<file path="config.mk">
export PLATFORM = sky130hd
export DESIGN_NAME = sync_word_fifo
export DESIGN_NICKNAME = d
export VERILOG_FILES = /design/src/rtl/fifo_pkg.sv /design/src/rtl/fifo_ram.sv /design/src/rtl/sync_word_fifo.sv
export SDC_FILE = /design/constraint.sdc
export NUM_CORES = 2
export LEC_CHECK = 0
export CORE_UTILIZATION = 42
export CTS_BUF_LIST = sky130_fd_sc_hd__clkbuf_4 sky130_fd_sc_hd__clkbuf_8
export DETAILED_ROUTE_END_ITERATION = 8
export HOLD_SLACK_MARGIN = 0.05
export PLACE_DENSITY_LB_ADDON = 0.2
export SYNTH_ARGS = -nofsm -noshare
export SYNTH_HDL_FRONTEND = slang
export SYNTH_SLANG_ARGS = --single-unit
export TNS_END_PERCENT = 10
</file>
<file path="constraint.sdc">
create_clock -name clk -period 19.4 [get_ports clk]
set_clock_uncertainty 0.1 [all_clocks]
set_input_delay 2.91 -clock clk [delete_from_list [all_inputs] [get_ports clk]]
set_output_delay 2.91 -clock clk [all_outputs]
set_load 0.005 [all_outputs]
</file>
<file path="src/rtl/fifo_pkg.sv">
// -----------------------------------------------------------------------------
// fifo_pkg
// Shared definitions for the word FIFO slice.
//   - fifo_count_width(m): width of the pointers and of the occupancy count of a
//     2**m-deep FIFO. One extra bit lets "full" and "empty" be told apart when
//     the index bits of the two pointers are equal.
//   - Handshake field names used by the FIFOInterface-style ports
//     (ready/valid/data). They are documentation constants only, so that tools
//     and scripts across the codebase agree on the naming.
// -----------------------------------------------------------------------------
package fifo_pkg;

  localparam string FIFO_READY_FIELD = "ready";
  localparam string FIFO_VALID_FIELD = "valid";
  localparam string FIFO_DATA_FIELD  = "data";

  function automatic int fifo_count_width(input int m);
    return m + 1;
  endfunction

endpackage : fifo_pkg

</file>
<file path="src/rtl/fifo_ram.sv">
// -----------------------------------------------------------------------------
// fifo_ram
// N x Nb storage array (N = 2**M) for sync_word_fifo.
// One synchronous write port and one asynchronous (combinational) read port,
// which is what gives the FIFO its first-word-fall-through behaviour.
// Ports:
//   clk    in   1    write clock
//   we     in   1    write enable
//   waddr  in   M    write index
//   wdata  in   Nb   write word
//   raddr  in   M    read index
//   rdata  out  Nb   word at raddr (combinational)
// -----------------------------------------------------------------------------
module fifo_ram #(
  parameter int Nb = 32,
  parameter int M  = 6
) (
  input  logic          clk,
  input  logic          we,
  input  logic [M-1:0]  waddr,
  input  logic [Nb-1:0] wdata,
  input  logic [M-1:0]  raddr,
  output logic [Nb-1:0] rdata
);

  localparam int N = 2 ** M;

  logic [Nb-1:0] mem [N];

  // NOTE: the array has no reset. Entries are only ever read after being
  // written, and a resettable array would prevent mapping onto RAM cells.
  always_ff @(posedge clk) begin
    if (we) begin
      mem[waddr] <= wdata;
    end
  end

  assign rdata = mem[raddr];

endmodule : fifo_ram

</file>
<file path="src/rtl/sync_word_fifo.sv">
// -----------------------------------------------------------------------------
// sync_word_fifo
// Single-clock, first-word-fall-through word FIFO with ready/valid handshakes
// on both sides and an occupancy count. Used as the per-port buffer in front
// of the memory FIFO arbiter, which sizes its bursts from `count`.
//
// Parameters:
//   Nb        data word width
//   M         log2 of depth (N = 2**M words)
//   AF_LEVEL  almost-full threshold (only with SYNC_FIFO_ALMOST_FULL_EN)
// Ports:
//   clk          in   1     clock, all state changes on posedge
//   reset        in   1     asynchronous, active-low reset
//   in_ready     out  1     a word can be accepted this cycle
//   in_valid     in   1     producer offers in_data
//   in_data      in   Nb    write word
//   out_ready    in   1     consumer takes out_data this cycle
//   out_valid    out  1     out_data holds the head word
//   out_data     out  Nb    head word (0 while empty)
//   count        out  M+1   occupancy, 0..N
//   almost_full  out  1     registered (count >= AF_LEVEL); only present when
//                           the macro SYNC_FIFO_ALMOST_FULL_EN is defined
//
// Flags come from registered pointers only, so in_ready never depends on
// in_valid and out_valid never depends on out_ready. The consequence is that
// a full FIFO cannot accept a word in the same cycle it frees a slot, and an
// empty FIFO never bypasses a pushed word straight to the output.
// -----------------------------------------------------------------------------
module sync_word_fifo
  import fifo_pkg::*;
#(
  parameter int Nb = 32,
  parameter int M  = 6
`ifdef SYNC_FIFO_ALMOST_FULL_EN
  ,
  parameter int AF_LEVEL = (2 ** M) - 4
`endif
) (
  input  logic          clk,
  input  logic          reset,
  output logic          in_ready,
  input  logic          in_valid,
  input  logic [Nb-1:0] in_data,
  input  logic          out_ready,
  output logic          out_valid,
  output logic [Nb-1:0] out_data,
  output logic [M:0]    count
`ifdef SYNC_FIFO_ALMOST_FULL_EN
  ,
  output logic          almost_full
`endif
);

  localparam int              N           = 2 ** M;
  localparam int              CW          = fifo_count_width(M);
  localparam logic [CW-1:0]   DEPTH_COUNT = CW'(N);

  logic [CW-1:0] wr_ptr;
  logic [CW-1:0] rd_ptr;
  logic [CW-1:0] occupancy;
  logic          push;
  logic          pop;
  logic [Nb-1:0] head_word;

  // Modulo-2**(M+1) difference of the pointers is the occupancy, including
  // the case where wr_ptr has wrapped and rd_ptr has not.
  assign occupancy = wr_ptr - rd_ptr;
  assign count     = occupancy;

  assign in_ready  = (occupancy != DEPTH_COUNT);
  assign out_valid = (occupancy != '0);

  assign push = in_valid && in_ready;
  assign pop  = out_valid && out_ready;

  // NOTE: sequential state uses non-blocking assignments so every register
  // samples the pre-edge values, independent of statement or block order.
  always_ff @(posedge clk or negedge reset) begin
    if (!reset) begin
      wr_ptr <= '0;
      rd_ptr <= '0;
    end else begin
      if (push) begin
        wr_ptr <= wr_ptr + 1'b1;
      end
      if (pop) begin
        rd_ptr <= rd_ptr + 1'b1;
      end
    end
  end

  fifo_ram #(
    .Nb (Nb),
    .M  (M)
  ) u_ram (
    .clk   (clk),
    .we    (push),
    .waddr (wr_ptr[M-1:0]),
    .wdata (in_data),
    .raddr (rd_ptr[M-1:0]),
    .rdata (head_word)
  );

  // Stale array contents are masked so downstream logic sees a clean 0.
  assign out_data = out_valid ? head_word : '0;

`ifdef SYNC_FIFO_ALMOST_FULL_EN
  localparam logic [CW-1:0] AF_COUNT = CW'(AF_LEVEL);

  logic [CW-1:0] next_count;

  // NOTE: next_count is assigned before the case so that every path through
  // this block drives it; otherwise synthesis would infer a latch.
  always_comb begin
    next_count = occupancy;
    case ({push, pop})
      2'b10:   next_count = occupancy + 1'b1;
      2'b01:   next_count = occupancy - 1'b1;
      default: next_count = occupancy;
    endcase
  end

  // Registered on the same edge as the pointers, so it always matches the
  // count that becomes visible after that edge.
  always_ff @(posedge clk or negedge reset) begin
    if (!reset) begin
      almost_full <= 1'b0;
    end else begin
      almost_full <= (next_count >= AF_COUNT);
    end
  end
`endif

endmodule : sync_word_fifo

</file>
==> flow_summary.toml <==
[worst_setup_path]
worstSetupPathType = "reg -> out"
cp-end-kind = "output pin"
critPathMaxFanout = 93
cp-start-kind = "flip-flop"
worstPathRequired_ns = 16.39
r2r_slack_ns = 13.79
worstPathArrival_ns = 6.84

[timing]
whs_ns = 0.395
slew_headroom_pct = 15.4
worst_pin_slew_ns = 1.27
fin_crit_sh_pct = 50.8
max_freq_mhz = 102
setup_tns_ns = 0
setup_viol = 0
fin_crit_ns = 9.85
fin_ws_ns = 9.55
rsz0062_at_grt = "no"
drv_slew = 0
hold_viol = 0

[synthesis]
synth-edff-count = 2048
ys_types = 62
postSynth.asyncResetShare_pct = 0.679
ys_seq_area_share_pct = 78.0
ys.flop_type = "edfxtp_1"
syn_area_sq_um = 79300
syn_nets = 3458
synth-seq-cells = 2062
syn_avg_cell_area_sq_um = 23.2
syn_inst = 3413
yosys_warnings = 0

[routing]
avgViaCountPerCell = 5.88
ant_nets = 0
dr.pass1.iters = 7
drc_errors = 4
wl_per_cell_um = 32.6
drtIter0Drc = 4236
vias = 38300
wirelength_mm = 212

[grt]
grt.met3_usage_pct = 4.22
grt_overflow = 0
groute.usage.overall_pct = 22.2
grtUsageMet1_pct = 31.5
met2_usage_pct = 35.0
grt_pass1_wl_mm = 298
grt_max_degree = 143
antenna_found_initial = 11
busiest_layer = "met2"
grt_pass1_vias = 39100

[cts]
postCtsHoldBufs = 0
clkTransAtPathRegs_ns = 0.06
cts_root_buf = "clkbuf_8"
clock_path_buffers = 4
postCtsSetupRepairBufs = 0
cts_inserted_buffers = 353
cts_tree = "yes"
postCtsResizedCells = 0
insertion_delay_ns = 1.02
cts_htree_levels = 5
clock_sinks = 2062

[floorplan]
die_area_sq_um = 191000
core.rowCount = 159
die_h_um = 437
core_area_sq_um = 188000
fp.dieW_um = 437
io_pins = 77
start_util_pct = 42.3

[power_and_ir_drop]
p_per_area_nw_per_um2 = 142
power_leakage_nw = 27.9
finalPower_mw = 12.8
peakVddDrop_v = 0.000120

[layout]
nNetsFinal = 3815
drive_above_1_share_pct = 33.1
fin_area_sq_um = 90100
fin_util_pct = 48.0
finalNonFillerCells = 6517
areaGrowthSynthToFinish_pct = 13.6

[min_path]
hold_class = "reg -> reg"

[placed_design]
hpwl_mm = 105
pre_cts_ws_ns = 10.38
place_inst = 5910
place_congestion = 0.776
placed_area_sq_um = 83600
io_buffers = 76

[run_status]
status = "finished, violations left"
violations = "design-rule violations"

[flow_run]
cap_viol_max_count = 0
critical path, cell delays in order (launching register included):
cell and delay (ns):
dfrtp_4 0.88, buf_12 0.60, buf_12 0.67, buf_4 0.75
mux4_2 0.60, mux4_2 0.47, a21oi_1 0.84, a31oi_1 0.38
clkdlybuf4s50_1 0.54
layer usage:
metal	up-vias	wire length [um]
met5	-	40
met4	6	5580
met3	334	14600
met2	1529	102000
met1	21000	90300
li1	15400	-
layout make-up:
type                            count  area (sq um)
Antenna cell                       11          27.5
Clock buffer                      464          5730
Clock inverter                    132           731
Fill cell                       15300         97500
Inverter                           14          60.1
Multi-Input combinational cell   1151         17000
Sequential cell                  2062         61900
Tap cell                         2495          3120
Timing Repair Buffer              188          1500
power by group:
part           total (mW)  switching (mW)  internal [mW]
Sequential           5.19           0.116           5.08
Clock                3.68            1.68           2.00
Combinational        3.94            2.22           1.72
Total                12.8            4.01           8.80
worst paths after layout:
path	start	endpoint	depth (start not counted)
max	rd_ptr[0]$_DFFE_PN0P_	out_data[19]	8
min	wr_ptr[6]$_DFFE_PN0P_	wr_ptr[6]$_DFFE_PN0P_	1
max reg2reg	rd_ptr[1]$_DFFE_PN0P_	u_ram.mem[25][9]$_DFFE_PP_	10
min reg2reg	wr_ptr[6]$_DFFE_PN0P_	wr_ptr[6]$_DFFE_PN0P_	1
max in group asynchronous	reset	rd_ptr[0]$_DFFE_PN0P_	1
min in group asynchronous	reset	rd_ptr[2]$_DFFE_PN0P_	1
cells in the final DEF (no fill, tap or decap), drive strengths merged, types with 22 or more instances in the layout:
master	Yosys	final
edfxtp	2048	2048
mux4	570	570
clkbuf	84	464
buf	102	144
clkinv	2	120
nand2	105	105
nor2	78	78
mux2i	54	54
nand3	48	48
clkdlybuf4s50	0	44
o21ai	38	38
a21oi	29	29
mux2	22	22
flip-flops by register name, indices dropped and copies added, names as in the netlist:
register	cells
wr_ptr	7
u_ram.mem	2048
rd_ptr	7
cell usage after synthesis, drive strengths merged, types with 11 or more instances:
cell    instances  share of area (%)
edfxtp       2048                 78
mux4          570                 16
nand2         105               0.50
buf           102               0.71
clkbuf         84               0.40
nor2           78               0.37
mux2i          54               0.68
nand3          48               0.30
o21ai          38               0.24
a21oi          29               0.18
mux2           22               0.31
a221oi         17               0.20
a31oi          15               0.12
dfrtp          14               0.44
nor2b          14               0.11
nor3           14              0.088
a211oi         12               0.11
inv            12              0.057
o22ai          12              0.095
xnor2          11               0.12
logic make-up (layout without fill, tap and decap cells):
| family | count (synthesis) | count (layout) | share of synthesized area, % |
|---|---|---|---|
| AOI/OAI and AO/OA | 174 | 174 | 1.54 |
| xor gates and xnor gates | 15 | 15 | 0.166 |
| adders and majority gates | 9 | 9 | 0.151 |
| buffers and inverters | 200 | 798 | 1.18 |
| DFF | 2062 | 2062 | 78.0 |
| muxes | 646 | 646 | 17.2 |
| other | 0 | 11 | 0 |
| and+or+nand+nor | 307 | 307 | 1.80 |
No activity file was read; power rests on OpenSTA's default activity.
